`config.mk`:
```
export PLATFORM = sky130hd
export DESIGN_NAME = addsub_pipe
export DESIGN_NICKNAME = d
export VERILOG_FILES = /design/src/rtl/addsub_pkg.sv /design/src/rtl/addsub_pipe_cla_lane4.sv /design/src/rtl/addsub_pipe.sv
export SDC_FILE = /design/constraint.sdc
export NUM_CORES = 1
export LEC_CHECK = 0
export BUFFER_PORTS_ARGS = -buffer_cell sky130_fd_sc_hd__buf_2
export CORE_AREA = 4 4 113 115
export DETAILED_ROUTE_END_ITERATION = 10
export DIE_AREA = 0 0 117 119
export SLEW_MARGIN = 10
export SYNTH_ARGS = -nofsm -noshare
export SYNTH_HDL_FRONTEND = slang
export SYNTH_SLANG_ARGS = --single-unit
export TNS_END_PERCENT = 10
```
`constraint.sdc`:
```
create_clock -name i_clk -period 4.35 [get_ports i_clk]
set_input_delay 0.87 -clock i_clk [delete_from_list [all_inputs] [get_ports i_clk]]
set_output_delay 0.87 -clock i_clk [all_outputs]
set_load 0.02 [all_outputs]
```
`src/rtl/addsub_pkg.sv`:
```
// Shared lane constants and stage-1 control payload for the addsub_pipe
// pipelined saturating adder/subtractor.
package addsub_pkg;

    localparam int LANE_W = 4;

    localparam logic [LANE_W-1:0] LANE_POS_MAX = 4'b0111;
    localparam logic [LANE_W-1:0] LANE_NEG_MIN = 4'b1000;

    // Width-independent part of the stage-1 payload; the WIDTH-dependent
    // operand/result fields wrap this inside the top module.
    typedef struct packed {
        logic carry;
        logic sub;
        logic sat;
        logic packed_mode;
    } s1_ctrl_t;

endpackage

```
`src/rtl/addsub_pipe_cla_lane4.sv`:
```
// 4-bit carry-lookahead lane with carry-in, carry-out and signed overflow.
module cla_lane4
    import addsub_pkg::*;
(
    input  logic [LANE_W-1:0] i_a,
    input  logic [LANE_W-1:0] i_b,
    input  logic              i_cin,
    output logic [LANE_W-1:0] o_sum,
    output logic              o_cout,
    output logic              o_ovf
);

    logic [LANE_W-1:0] w_g;
    logic [LANE_W-1:0] w_p;
    logic [LANE_W:0]   w_c;

    assign w_g    = i_a & i_b;
    assign w_p    = i_a ^ i_b;
    assign w_c[0] = i_cin;
    assign w_c[1] = w_g[0] | (w_p[0] & w_c[0]);
    assign w_c[2] = w_g[1] | (w_p[1] & w_g[0]) | (w_p[1] & w_p[0] & w_c[0]);
    assign w_c[3] = w_g[2] | (w_p[2] & w_g[1]) | (w_p[2] & w_p[1] & w_g[0])
                  | (w_p[2] & w_p[1] & w_p[0] & w_c[0]);
    assign w_c[4] = w_g[3] | (w_p[3] & w_g[2]) | (w_p[3] & w_p[2] & w_g[1])
                  | (w_p[3] & w_p[2] & w_p[1] & w_g[0])
                  | (w_p[3] & w_p[2] & w_p[1] & w_p[0] & w_c[0]);

    assign o_sum  = w_p ^ w_c[LANE_W-1:0];
    assign o_cout = w_c[LANE_W];
    // b arrives already inverted for subtraction, so this is the plain add rule
    assign o_ovf  = (i_a[LANE_W-1] == i_b[LANE_W-1]) && (o_sum[LANE_W-1] != i_a[LANE_W-1]);

endmodule

```
`src/rtl/addsub_pipe.sv`:
```
// Two-stage saturating add/sub, full-width or packed 4-bit lanes, with
// valid/ready handshake. Optional zero/neg flags: define ADDSUB_FLAGS_EN.
module addsub_pipe
    import addsub_pkg::*;
#(
    parameter int WIDTH = 16
) (
    input  logic             i_clk,
    input  logic             i_rst,
    input  logic             i_in_valid,
    output logic             o_in_ready,
    input  logic [WIDTH-1:0] i_a,
    input  logic [WIDTH-1:0] i_b,
    input  logic             i_sub,
    input  logic             i_sat,
    input  logic             i_packed,
    output logic             o_out_valid,
    input  logic             i_out_ready,
    output logic [WIDTH-1:0] o_sum,
    output logic             o_cout,
    output logic             o_ovf
`ifdef ADDSUB_FLAGS_EN
    ,
    output logic             o_zero,
    output logic             o_neg
`endif
);

    localparam int NL  = WIDTH / LANE_W;
    localparam int NLH = NL / 2;
    localparam int HW  = WIDTH / 2;

    typedef struct packed {
        logic [HW-1:0]  lo_sum;
        logic [NLH-1:0] lo_ovf;
        logic [HW-1:0]  a_hi;
        logic [HW-1:0]  b_hi;
        s1_ctrl_t       ctrl;
    } s1_payload_t;

    s1_payload_t      r_s1;
    s1_payload_t      w_s1_next;
    logic             r_s1_valid;
    logic             r_out_valid;
    logic [WIDTH-1:0] r_sum;
    logic             r_cout;
    logic             r_ovf;

    logic [WIDTH-1:0] w_b_eff;
    logic [WIDTH-1:0] w_lane_a;
    logic [WIDTH-1:0] w_lane_b;
    logic [WIDTH-1:0] w_lane_sum;
    logic [NL-1:0]    w_lane_ovf;
    logic [WIDTH-1:0] w_raw;
    logic [NL-1:0]    w_ovf_all;
    logic             w_ovf;
    logic             w_cout;
    logic [WIDTH-1:0] w_sat_sum;
    logic             w_s2_adv;

    assign w_b_eff  = i_sub ? ~i_b : i_b;
    // Lower lanes see live operands (stage 1), upper lanes the registered half (stage 2)
    assign w_lane_a = {r_s1.a_hi, i_a[HW-1:0]};
    assign w_lane_b = {r_s1.b_hi, w_b_eff[HW-1:0]};

    for (genvar gi = 0; gi < NL; gi++) begin : g_lane
        logic w_cin;
        logic w_cout;
        if (gi == 0) begin : g_cin_first
            assign w_cin = i_sub;
        end else if (gi < NLH) begin : g_cin_lo
            assign w_cin = i_packed ? i_sub : g_lane[gi-1].w_cout;
        end else if (gi == NLH) begin : g_cin_mid
            assign w_cin = r_s1.ctrl.packed_mode ? r_s1.ctrl.sub : r_s1.ctrl.carry;
        end else begin : g_cin_hi
            assign w_cin = r_s1.ctrl.packed_mode ? r_s1.ctrl.sub : g_lane[gi-1].w_cout;
        end
        cla_lane4 u_lane (
            .i_a   (w_lane_a[gi*LANE_W +: LANE_W]),
            .i_b   (w_lane_b[gi*LANE_W +: LANE_W]),
            .i_cin (w_cin),
            .o_sum (w_lane_sum[gi*LANE_W +: LANE_W]),
            .o_cout(w_cout),
            .o_ovf (w_lane_ovf[gi])
        );
    end

    assign w_s1_next.lo_sum           = w_lane_sum[HW-1:0];
    assign w_s1_next.lo_ovf           = w_lane_ovf[NLH-1:0];
    assign w_s1_next.a_hi             = i_a[WIDTH-1:HW];
    assign w_s1_next.b_hi             = w_b_eff[WIDTH-1:HW];
    assign w_s1_next.ctrl.carry       = g_lane[NLH-1].w_cout;
    assign w_s1_next.ctrl.sub         = i_sub;
    assign w_s1_next.ctrl.sat         = i_sat;
    assign w_s1_next.ctrl.packed_mode = i_packed;

    assign w_raw     = {w_lane_sum[WIDTH-1:HW], r_s1.lo_sum};
    assign w_ovf_all = {w_lane_ovf[NL-1:NLH], r_s1.lo_ovf};
    assign w_ovf     = r_s1.ctrl.packed_mode ? (|w_ovf_all) : w_ovf_all[NL-1];
    assign w_cout    = g_lane[NL-1].w_cout;

    assign w_s2_adv    = !r_out_valid || i_out_ready;
    assign o_in_ready  = !i_rst && (!r_s1_valid || w_s2_adv);
    assign o_out_valid = r_out_valid;
    assign o_sum       = r_sum;
    assign o_cout      = r_cout;
    assign o_ovf       = r_ovf;

    // Saturation: an overflowed result with sign 1 came from positive operands
    always_comb begin
        w_sat_sum = w_raw;
        if (r_s1.ctrl.sat && r_s1.ctrl.packed_mode) begin
            for (int i = 0; i < NL; i++) begin
                if (w_ovf_all[i]) begin
                    w_sat_sum[i*LANE_W +: LANE_W] = w_raw[i*LANE_W + LANE_W - 1] ? LANE_POS_MAX : LANE_NEG_MIN;
                end else begin
                    w_sat_sum[i*LANE_W +: LANE_W] = w_raw[i*LANE_W +: LANE_W];
                end
            end
        end else if (r_s1.ctrl.sat && w_ovf) begin
            w_sat_sum = w_raw[WIDTH-1] ? {1'b0, {(WIDTH-1){1'b1}}} : {1'b1, {(WIDTH-1){1'b0}}};
        end else begin
            w_sat_sum = w_raw;
        end
    end

    // Valid bits: stage 1 refills when it can hand off, stage 2 when drained
    always_ff @(posedge i_clk) begin
        if (i_rst) begin
            r_s1_valid  <= 1'b0;
            r_out_valid <= 1'b0;
        end else begin
            if (o_in_ready) begin
                r_s1_valid <= i_in_valid;
            end
            if (w_s2_adv) begin
                r_out_valid <= r_s1_valid;
            end
        end
    end

    // Stage-1 payload capture on acceptance
    always_ff @(posedge i_clk) begin
        if (i_rst) begin
            r_s1 <= '0;
        end else if (i_in_valid && o_in_ready) begin
            r_s1 <= w_s1_next;
        end
    end

    // Result register, held while the consumer stalls
    always_ff @(posedge i_clk) begin
        if (i_rst) begin
            r_sum  <= {WIDTH{1'b0}};
            r_cout <= 1'b0;
            r_ovf  <= 1'b0;
        end else if (r_s1_valid && w_s2_adv) begin
            r_sum  <= w_sat_sum;
            r_cout <= w_cout;
            r_ovf  <= w_ovf;
        end
    end

`ifdef ADDSUB_FLAGS_EN
    logic r_zero;
    logic r_neg;

    assign o_zero = r_zero;
    assign o_neg  = r_neg;

    // Flags track the post-saturation result
    always_ff @(posedge i_clk) begin
        if (i_rst) begin
            r_zero <= 1'b0;
            r_neg  <= 1'b0;
        end else if (r_s1_valid && w_s2_adv) begin
            r_zero <= (w_sat_sum == {WIDTH{1'b0}});
            r_neg  <= w_sat_sum[WIDTH-1];
        end
    end
`endif

endmodule

```
Yosys cells after proc, flatten, opt, wreduce, memory -nomap -nowiden
Index checks and enable logic that the tools add are counted.
W data, S select, Z words.
{"block": "op_classes", "n_eq_ne": 8, "mux": 16, "bitwise": 117, "n_reduce_logical": 15}
{"op": "$and A1 B1 Y1", "n": 64}
{"op": "$mux W16", "n": 4}
{"op": "$or A1 B1 Y1", "n": 40}
{"op": "$mux W4", "n": 8}
{"op": "$xor A4 B4 Y4", "n": 8}
{"op": "$and A4 B4 Y4", "n": 4}
{"op": "$not A16 Y16", "n": 1}
{"op": "$logic_and A1 B1 Y1", "n": 9}
{"op": "$eq A1 B1 Y1", "n": 4}
{"op": "$mux W1", "n": 4}
{"op": "$ne A1 B1 Y1", "n": 4}
{"op": "$reduce_or A4 Y1", "n": 1}
{"op": "$logic_not A1 Y1", "n": 3}
{"op": "$logic_or A1 B1 Y1", "n": 2}
{"block": "totals", "ff_bits": 50, "inputBits": 39, "out_inout_bits": 20, "elab_cells": 169}

Longest topological paths before layout
{"block": "logic_depth", "depth_word": 17, "ltp_mapped": 11}

Cells and area by module
A second synthesis with hierarchy kept.
{"block": "unflattened", "cells_unflattened": 324, "area_unflattened_um2": 3201.8}
{"module": "addsub_pipe", "n_inst": 1, "cells_each": 236, "area_each_um2": 2426.1, "seq_area_each_um2": 1001.0}
{"module": "cla_lane4", "n_inst": 4, "cells_each": 22, "area_each_um2": 193.9, "seq_area_each_um2": 0.0}

Worst setup path after synthesis
No wires, ideal clock.
{"block": "synth_path", "kind": "input to register", "startpoint": "in i_sub", "endpoint": "reg r_s1[21] in the netlist's numbering", "setup_ns": 0.117, "arrival_time_ns": 3.272, "t_required_ns": 4.233, "slack_ns": 0.960, "cell_stages": 11, "cell_sequence": "buf_2 buf_1 xor2_1 ha_1 a21o_1 a21oi_1 o21ai_1 a221o_1 a21oi_2 xnor2_1 a32o_1"}
{"block": "synth_via", "elab_chain_cells": 13, "word_cells_on_any_way": 29, "classes_between": "2 x eq/ne; 2 x mux; 24 x bitwise; 1 x reduce/logical"}
{"element": "from (decl)", "line_no": "addsub_pipe.sv:14", "text": "input logic i_sub,"}
{"element": "$mux W16", "line_no": "addsub_pipe.sv:61", "text": "assign w_b_eff = i_sub ? ~i_b : i_b;"}
{"element": "$xor A4 B4 Y4 / $and A4 B4 Y4 (equally long branches)", "line_no": "addsub_pipe_cla_lane4.sv:18, addsub_pipe_cla_lane4.sv:17"}
{"element": "$and A1 B1 Y1, on equally long branches", "line_no": "addsub_pipe_cla_lane4.sv:24, addsub_pipe_cla_lane4.sv:25, addsub_pipe_cla_lane4.sv:26"}
{"element": "$or A1 B1 Y1, or another cell as far along (2 in series)", "line_no": "addsub_pipe_cla_lane4.sv:24", "text": "assign w_c[4] = w_g[3] | (w_p[3] & w_g[2]) | (w_p[3] & w_p[2] & w_g[1])"}
{"element": "$or A1 B1 Y1 / $and A1 B1 Y1 (equally long branches)", "line_no": "addsub_pipe_cla_lane4.sv:25, addsub_pipe_cla_lane4.sv:26"}
{"element": "$or A1 B1 Y1", "line_no": "addsub_pipe_cla_lane4.sv:26", "text": "| (w_p[3] & w_p[2] & w_p[1] & w_p[0] & w_c[0]);"}
{"element": "$mux W1", "line_no": "addsub_pipe.sv:72", "text": "assign w_cin = i_packed ? i_sub : g_lane[gi-1].w_cout;"}
{"element": "$and A1 B1 Y1", "line_no": "addsub_pipe_cla_lane4.sv:23", "text": "| (w_p[2] & w_p[1] & w_p[0] & w_c[0]);"}
{"element": "$or A1 B1 Y1", "line_no": "addsub_pipe_cla_lane4.sv:23"}
{"element": "$xor A4 B4 Y4", "line_no": "addsub_pipe_cla_lane4.sv:28", "text": "assign o_sum = w_p ^ w_c[LANE_W-1:0];"}
{"element": "$ne A1 B1 Y1", "line_no": "addsub_pipe_cla_lane4.sv:31", "text": "assign o_ovf = (i_a[LANE_W-1] == i_b[LANE_W-1]) && (o_sum[LANE_W-1] != i_a[LANE_W-1]);"}
{"element": "$logic_and A1 B1 Y1 *", "line_no": "addsub_pipe_cla_lane4.sv:31"}
{"element": "to (signal assigned)", "line_no": "addsub_pipe.sv:147", "text": "r_s1 <= w_s1_next;"}
{"element": "to (decl)", "line_no": "addsub_pipe.sv:41", "text": "s1_payload_t r_s1;"}
Every way passes the cells marked *; elsewhere a longest branch is shown, timed or not.
A chain may end at the register's enable or synchronous reset.

Worst setup path after layout
Ends and elaborated chain as after synthesis.

==> reports/results.ini <==
[setup_path]
endpoint_kind = flop
path_cells = buf_2, xor2_1, ha_1, a21o_1, a21oi_1, o21ai_1, a221o_1, a21oi_2, xnor2_1, a32o_1
r2r_start = r_s1[15]
critPathMaxStageDelay_ns = 0.42
cp_data_required_time_ns = 4.53
path_max_fanout = 21
rr_endpoint = o_sum[5]
reg2reg_depth = 8
startpoint_type = input port
crit_slowest_cell = buf_2
worstSetupPathType = in -> reg
arrival_ns = 3.20
rrSetupSlack_ns = 1.82

[cts]
cts_buffers = 5
htreeDepth = 2
cts_buffer_depth = 2
cts_tree = done
postCtsSetupRepairBufs = 0
cts_root_buf = clkbuf_16
cts_hold_buf = 0
cts_resized = 0
clkLatencyLatePin_ns = 0.29
clkTransAtPathRegs_ns = 0.06
cts.sinks = 50

[yosys]
yosys_warnings = 0
synth-seq-cells = 50
postSynthAreaPerCell_sq_um = 8.142
synth_edf_count = 0
synth_seq_area_share_pct = 34.44
syn_inst = 357
ys.flop_type = dfxtp_1
synth_nets = 415
synthesis.area_sq_um = 2907
async_reset_ff_share_pct = 0
ys_types = 45

[placed_design]
routabilityCongestion = 0.8066
placed_cell_area_sq_um = 3308
port_buffers = 58
dp.final_hpwl_um = 5922

[timing]
period_minus_slack_ns = 3.023
max_freq_mhz = 330.8
worstMarginPinSlew_ns = 1.092
finalHoldViolations = 0
maxSlewViolCount = 0
fin_skew_ns = 0.006586
relSlewSlack_pct = 27.06
whs_ns = 0.4360
setup_viol = 0
finalSetupTns_ns = 0
period_share_pct = 69.50
grt_setup_unrepaired = no

[finish]
final_cell_area_sq_um = 3456
final_util_pct = 29.26
syn2layout_area_growth_pct = 18.90
drive_above_1_share_pct = 18.23
nNetsFinal = 463
antenna_cells = 0

[detailed_routing]
vias = 2575
wl_met2_um = 3409
topRoutingLayerUsed = met4
antenna_left = 0
drc = 0
drt_iter0_markers = 109
vias_per_cell = 4.656
wire_per_inst_um = 13.49
met1Wirelength_um = 3500
wl_um = 7458
dr_wl_met3_um = 356
dr.pass1.iters = 4

[power_and_ir_drop]
power_mw = 1.216
powerDensity_nw_per_um2 = 352.0
leakagePower_nw = 1.467
vdd_drop_max_v = 0.0001329

[worst_hold_path]
min_from = o_sum[7]
hp-class = reg -> reg
whs_path_depth = 2
hold_end = o_sum[7]

[die]
start_util_pct = 24.61
die_height_um = 119
num_rows = 40
die-area_sq_um = 13920
ios = 59
core_area_sq_um = 11810
die_x_um = 117

[job]
max_cap_viol_count = 0

[status]
status = completed

[global_route]
grt_pass1_vias = 2465
grt_max_degree = 38
antenna_found_initial = 0
overflow = 0
grt_pass1_wl_um = 12100
grtUsageTotal_pct = 10.78

per-stage QoR:
| step | setup slack, ns | cells |
|---|---|---|
| final | 1.327 | 553 |
| after global routing | 1.075 | 553 |
| after CTS | 1.302 | 553 |
| after detailed placement | 1.011 | 545 |
| after global placement | 1.088 | 545 |
| after floorplan | 0.9605 | 357 |
placed cells by master (no fill, tap or decap), types with 12 or more instances in the layout:
master and n:
dfxtp_1 50, ha_1 16, o21ai_1 12, a21oi_1 17, inv_1 12, o21ai_0 23
xor2_1 16, nand3b_1 18, xnor2_1 13, buf_2 58, nand2_1 48, nor2_1 34
worst max path at each step:
stage / startpoint / end / slack [ns] / cells past startpoint
4_1_cts: i_sub / r_s1[21] / 1.30 / 10
2_1_floorplan: i_sub / r_s1[21] / 0.96 / 11
5_1_grt: i_sub / r_s1[21] / 1.07 / 10
3_5_place_dp: i_sub / r_s1[21] / 1.01 / 10
6_report: i_sub / r_s1[21] / 1.33 / 10
3_3_place_gp: i_sub / r_s1[21] / 1.09 / 10
Yosys cell counts, types with 3 or more instances:
| library cell | n | area share [%] |
|---|---|---|
| o21ai_2 | 3 | 0.90 |
| o211ai_1 | 4 | 1.0 |
| nand2b_1 | 5 | 1.1 |
| nand2_1 | 48 | 6.2 |
| and2_1 | 3 | 0.65 |
| xnor2_1 | 13 | 3.9 |
| xor2_1 | 16 | 4.8 |
| a21oi_1 | 17 | 2.9 |
| o221ai_1 | 3 | 0.90 |
| o21ai_1 | 12 | 2.1 |
| nand3_1 | 10 | 1.7 |
| nor2_1 | 34 | 4.4 |
| o21ai_0 | 23 | 4.0 |
| nor2b_1 | 4 | 0.86 |
| inv_1 | 12 | 1.5 |
| ha_1 | 16 | 6.9 |
| clkbuf_1 | 14 | 1.8 |
| nand3b_1 | 18 | 4.6 |
| nor3_1 | 5 | 0.86 |
| dfxtp_1 | 50 | 34 |
| fa_1 | 3 | 2.1 |
| a211oi_1 | 8 | 2.1 |
| o31ai_1 | 8 | 2.1 |
cell type report:
cell class / count / area (sq um)
Sequential cell: 50 / 1001
Fill cell: 1288 / 8356
Multi-Input combinational cell: 277 / 1780
Tap cell: 147 / 183.9
Clock inverter: 1 / 5.005
Clock buffer: 7 / 142.6
Timing Repair Buffer: 59 / 297.8
Inverter: 12 / 45.04
logic make-up after synthesis:
group | share of synthesized area [%]
xor gates and xnor gates | 8.739
DFF | 34.44
AOI/OAI and AO/OA | 20.49
adders and majority gates | 8.954
and+or+nand+nor | 21.95
buffers and inverters | 4.304
muxes | 1.119
sequential cells by signal (all words and copies together) (netlist names):
name / cells
o_cout: 1
o_ovf: 1
r_s1: 30
o_sum: 16
r_s1_valid: 1
o_out_valid: 1
worst max-delay path: cells and delay by family:
family | cells | cell delay [ns]
buffers and inverters | 1 | 0.42
adder cells (fa/ha/maj) | 1 | 0.27
AO/OA/AOI/OAI | 6 | 1.33
XOR/XNOR | 2 | 0.30
report_power, final:
part           leakage [nW]  internal, mW  switching [mW]
logic                 0.982         0.124           0.170
clock network        0.0739         0.228           0.164
registers             0.412         0.497          0.0329
total                  1.47         0.849           0.367
metal layers:
| layer | vias up | track usage [%] |
|---|---|---|
| met5 | - | 0 |
| met4 | 0 | 4.659 |
| met3 | 12 | 2.439 |
| met2 | 54 | 17.14 |
| met1 | 1163 | 13.83 |
| li1 | 1346 | - |
No activity file was read; power rests on OpenSTA's default activity.
